--- config.mk ---
export PLATFORM = sky130hd
export DESIGN_NAME = sqrt_iter
export DESIGN_NICKNAME = d
export VERILOG_FILES = /design/src/rtl/sqrt_iter.sv
export SDC_FILE = /design/constraint.sdc
export NUM_CORES = 1
export LEC_CHECK = 0
export CORE_ASPECT_RATIO = 1.5
export CORE_MARGIN = 2
export CORE_UTILIZATION = 55
export CTS_CLUSTER_SIZE = 12
export DETAILED_ROUTE_END_ITERATION = 8
export PLACE_DENSITY_LB_ADDON = 0.15
export SLEW_MARGIN = 25
export SYNTH_ARGS = -nofsm -noshare
export SYNTH_HDL_FRONTEND = slang
export SYNTH_SLANG_ARGS = --single-unit
--- constraint.sdc ---
create_clock -name clk -period 3.1 [get_ports clk]
set_clock_uncertainty 0.05 [all_clocks]
set_input_delay 0.31 -clock clk [delete_from_list [all_inputs] [get_ports clk]]
set_output_delay 0.31 -clock clk [all_outputs]
set_load 0.01 [all_outputs]
--- src/rtl/sqrt_iter.sv ---
// Iterative digit-by-digit integer square root, BPC root bits per cycle, valid/ready on both sides.
// Optional remainder output port enabled by defining SQRT_REM_OUT_EN.
module sqrt_iter #(
  parameter int IN_W = 31,
  parameter int R_W  = (IN_W + 1) / 2,
  parameter int BPC  = 1
) (
  input  logic            clk,
  input  logic            rst_n,
  input  logic            in_valid,
  output logic            in_ready,
  input  logic [IN_W-1:0] in_x,
  output logic            out_valid,
  input  logic            out_ready,
  output logic [R_W-1:0]  out_root
`ifdef SQRT_REM_OUT_EN
  ,
  output logic [R_W:0]    out_rem
`endif
);

  localparam int ITER  = R_W / BPC;
  localparam int CNT_W = (ITER > 1) ? $clog2(ITER) : 1;
  localparam int SH_W  = 2 * R_W;
  localparam int REM_W = R_W + 2;

  typedef enum logic [1:0] {
    IDLE,
    CALC,
    DONE
  } state_t;

  state_t            state_q, state_d;
  logic [SH_W-1:0]   sh_q, sh_d;
  logic [R_W-1:0]    root_q, root_d;
  logic [REM_W-1:0]  rem_q, rem_d;
  logic [CNT_W-1:0]  cnt_q, cnt_d;
  logic              in_ready_q, in_ready_d;
  logic              out_valid_q, out_valid_d;

  logic [SH_W-1:0]   sh_v;
  logic [R_W-1:0]    root_v;
  logic [REM_W-1:0]  rem_v;
  logic [REM_W-1:0]  trial_v;

  always_comb begin
    state_d = state_q;
    sh_d    = sh_q;
    root_d  = root_q;
    rem_d   = rem_q;
    cnt_d   = cnt_q;
    sh_v    = sh_q;
    root_v  = root_q;
    rem_v   = rem_q;
    trial_v = '0;

    // BPC recurrence steps chained in one cycle; partial remainder never exceeds REM_W bits
    for (int b = 0; b < BPC; b++) begin
      rem_v   = (rem_v << 2) | REM_W'(sh_v[SH_W-1 -: 2]);
      sh_v    = sh_v << 2;
      trial_v = ({2'b00, root_v} << 2) | REM_W'(1);
      if (rem_v >= trial_v) begin
        rem_v  = rem_v - trial_v;
        root_v = {root_v[R_W-2:0], 1'b1};
      end else begin
        root_v = {root_v[R_W-2:0], 1'b0};
      end
    end

    case (state_q)
      IDLE: begin
        if (in_valid && in_ready_q) begin
          sh_d            = '0;
          sh_d[IN_W-1:0]  = in_x;
          root_d          = '0;
          rem_d           = '0;
          cnt_d           = CNT_W'(ITER - 1);
          state_d         = CALC;
        end
      end
      CALC: begin
        sh_d   = sh_v;
        root_d = root_v;
        rem_d  = rem_v;
        cnt_d  = cnt_q - CNT_W'(1);
        if (cnt_q == '0) state_d = DONE;
      end
      DONE: begin
        if (out_ready) state_d = IDLE;
      end
      default: state_d = IDLE;
    endcase

    in_ready_d  = (state_d == IDLE);
    out_valid_d = (state_d == DONE);
  end

  always_ff @(posedge clk or negedge rst_n) begin
    if (!rst_n) begin
      state_q     <= IDLE;
      sh_q        <= '0;
      root_q      <= '0;
      rem_q       <= '0;
      cnt_q       <= '0;
      in_ready_q  <= 1'b0;
      out_valid_q <= 1'b0;
    end else begin
      state_q     <= state_d;
      sh_q        <= sh_d;
      root_q      <= root_d;
      rem_q       <= rem_d;
      cnt_q       <= cnt_d;
      in_ready_q  <= in_ready_d;
      out_valid_q <= out_valid_d;
    end
  end

  assign in_ready  = in_ready_q;
  assign out_valid = out_valid_q;
  assign out_root  = root_q;
`ifdef SQRT_REM_OUT_EN
  assign out_rem   = rem_q[R_W:0];
`endif

endmodule

==> results of run 1 <==
[cells in the mapped netlist, drive strengths merged]
| master | count |
|---|---|
| a211o | 2 |
| a21o | 4 |
| a21oi | 22 |
| a221oi | 1 |
| a22oi | 29 |
| a31o | 2 |
| a31oi | 7 |
| a32oi | 2 |
| and3 | 2 |
| buf | 10 |
| clkbuf | 19 |
| dfrtp | 72 |
| ha | 19 |
| inv | 20 |
| mux2 | 1 |
| mux2i | 9 |
| nand2 | 81 |
| nand2b | 4 |
| nand3 | 36 |
| nand3b | 1 |
| nand4 | 3 |
| nand4b | 2 |
| nor2 | 14 |
| nor2b | 3 |
| nor3 | 5 |
| nor3b | 5 |
| nor4 | 2 |
| o211ai | 6 |
| o21a | 3 |
| o21ai | 37 |
| o2bb2ai | 1 |
| o31a | 1 |
| o31ai | 3 |
| o41ai | 1 |
| or2 | 1 |
| xnor2 | 5 |
| xor2 | 7 |
[stage by stage]
stage                     utilization [%]  setup WS, ns  std cells
final                               68.95        0.4283        567
after CTS                           68.95        0.3880        567
after global placement              65.34        0.5322        550
after floorplan                         -        0.7848        442
after global routing                68.95        0.1858        567
after detailed placement            65.34        0.3929        550
[power by group]
part	total (mW)	switching, mW	internal [mW]
Combinational	3.59	2.08	1.51
Sequential	1.63	0.274	1.35
Clock	0.879	0.358	0.521
[area by class of cell]
type / instances / area, sq um / area share, %
Sequential cell: 72 / 1802 / 37.88
Timing Repair Buffer: 60 / 590.6 / 12.42
Tap cell: 78 / 97.59 / 2.052
Clock buffer: 12 / 165.2 / 3.473
Clock inverter: 4 / 73.82 / 1.552
Inverter: 20 / 75.07 / 1.579
Multi-Input combinational cell: 321 / 1952 / 41.04
[registers in the layout (all words and copies together), names as in the netlist]
name / flops
sh_q: 32
out_root: 16
rem_q: 16
cnt_q: 4
state_q: 2
in_ready: 1
out_valid: 1
[logic make-up (layout without fill, tap and decap cells)]
logic type | after synthesis | count (layout) | share of synthesized area [%]
adders and majority gates | 19 | 19 | 6.030
xor gates and xnor gates | 12 | 12 | 2.666
muxes | 10 | 10 | 2.571
DFF | 72 | 72 | 45.70
buffers and inverters | 49 | 96 | 5.046
AOI/OAI and AO/OA | 121 | 121 | 19.77
and+or+nand+nor | 159 | 159 | 18.22
[routing by layer]
metal  routed length, um  track usage, %  up-vias
li1                    -               -     1650
met1                3642           28.53     1623
met2                4620           42.47       87
met3                 403           5.899       24
met4                 263           12.43        0
met5                   0               0        -
[worst max-delay path: stages (launching register included)]
cell and delay (ns):
dfrtp_1 0.36, inv_1 0.07, ha_1 0.48, nand4_1 0.22, nor4_1 0.33, nor3_1 0.14
a31oi_4 0.49, nand2_1 0.24, o211ai_1 0.22
[timing repair]
item / in CTS / in global routing
endpoints found under the setup margin: 0 / 0
hold buffers: 1 / 0
hold endpoints to repair: 72 / 0
[cell usage in the layout (no fill, tap or decap), types with 2 or more instances in the layout]
master           instances
o21ai_0                 32
clkbuf_8                12
clkdlybuf4s50_1         51
and3_1                   2
o21a_1                   3
o211ai_1                 6
xnor2_1                  5
ha_1                    19
a211o_1                  2
nand2b_1                 4
nor3b_1                  5
nand2_1                 81
bufinv_16                2
a31oi_1                  6
nand4b_1                 2
nand3_1                 36
o31ai_1                  3
a31o_2                   2
o21ai_1                  5
nor4_1                   2
nor3_1                   5
buf_4                    6
nand4_1                  3
inv_1                   20
nor2b_1                  2
mux2i_1                  9
dfrtp_1                 72
a21oi_1                 22
xor2_1                   7
a21o_1                   4
a22oi_1                 29
a32oi_1                  2
nor2_1                  13
[final timing paths]
path	startpoint	to	slack, ns	depth (start not counted)
worst max-delay path	out_root[6]	rem_q[9]	0.43	8
worst min-delay path	in_x[0]	sh_q[0]	0.42	3
worst max register to register	out_root[6]	rem_q[9]	0.43	8
worst min register to register	sh_q[28]	sh_q[28]	0.43	2
max in group asynchronous	rst_n	sh_q[13]	2.23	3
min in group asynchronous	rst_n	out_root[12]	0.46	3
==> results.yml, run 1 <==
placement:
  dp_hpwl_mm: 6.022
  io_buffers: 52
  gp_congestion: 0.8768
  place_area_sq_um: 4507
clock_network:
  cts_tree: "built"
  insertion_delay_ns: 0.36
  cts_htree_levels: 3
  cts_setup_buffers: 0
  path_clk_slew_ns: 0.08
  clk_path_buf_depth: 2
  numCtsBuffers: 9
  cts_resized: 0
  clockRootBuffer: "clkbuf_8"
  cts_sinks: 72
routing:
  avgViaCountPerCell: 5.968
  drc: 0
  vias: 3384
  routed_wl_mm: 8.929
  ant_nets: 0
  drt_iter0_markers: 213
  drtPass1Iterations: 5
  wl_per_cell_um: 15.75
worst_setup_path:
  cp_data_arrival_time_ns: 2.90
  path_max_fanout: 11
  path_class: "reg2reg"
  end_kind: "flip-flop"
  critPathRequiredTime_ns: 3.33
  start_kind: "flip-flop"
final_layout:
  diodes: 0
  drive_above_1_share_pct: 6.339
  fillers: 562
  final_nets: 538
  post-route-cell-area_sq_um: 4756
  area_growth_pct: 20.63
pwr:
  total_power_mw: 6.093
  leakagePower_nw: 2.171
  ir_drop_mv: 0.5666
  p_per_area_nw_per_um2: 1281
sta:
  fin_tns_setup_ns: 0
  max_freq_ghz: 0.3743
  worstMarginPinSlew_ns: 0.6997
  setup_viol: 0
  rsz0062_at_grt: "no"
  hold_viol_final: 0
  layout_min_cycle_time_ns: 2.672
  period_share_pct: 86.18
  whs_ns: 0.4180
  slew_viol_final: 0
  relSlewSlack_pct: 53.14
global_routing:
  track_usage_pct: 24.93
  grt_overflow: 0
  grt_max_degree: 73
  grt_pass1_wl_mm: 15.22
  grt_pass1_vias: 3449
  antenna_found_initial: 0
floorplan:
  core-area_sq_um: 6898
  io_pins: 53
  die_x_um: 73.13
  num_rows: 37
  initial_core_util_pct: 57.16
  die_area_sq_um: 7876
  dieHeight_um: 107.7
yosys:
  synth.cell_area_sq_um: 3943
  ys_ff_latch: 72
  synthCells: 442
  yosysSeqAreaShare_pct: 45.70
  synth_top_area_share_pct: 45.70
  synth_largest_area_cell: "dfrtp_1"
  avgSynthCellArea_sq_um: 8.920
  syn-num-nets: 496
  synth_area_leaders: "dfrtp_1 46%, nand2_1 7.7%, ha_1 6.0%"
  ys_types: 41
  ys.warnings.count: 0
worst_hold_path:
  min_path_type: "in2reg"
flow_run:
  cap_viol_max_count: 0
status:
  status: "finished, final reports clean"
Power figures use the tool's default switching activity.
==> inputs of run 2 (changes only) <==
--- a/config.mk
+++ b/config.mk
@@ -10,6 +10,7 @@
 export CORE_UTILIZATION = 55
 export CTS_CLUSTER_SIZE = 12
 export DETAILED_ROUTE_END_ITERATION = 8
+export GPL_ROUTABILITY_DRIVEN = 0
 export PLACE_DENSITY_LB_ADDON = 0.15
 export SLEW_MARGIN = 25
 export SYNTH_ARGS = -nofsm -noshare
==> results of run 2 <==
Final layout, timing and power as in run 1 (identical DEF).
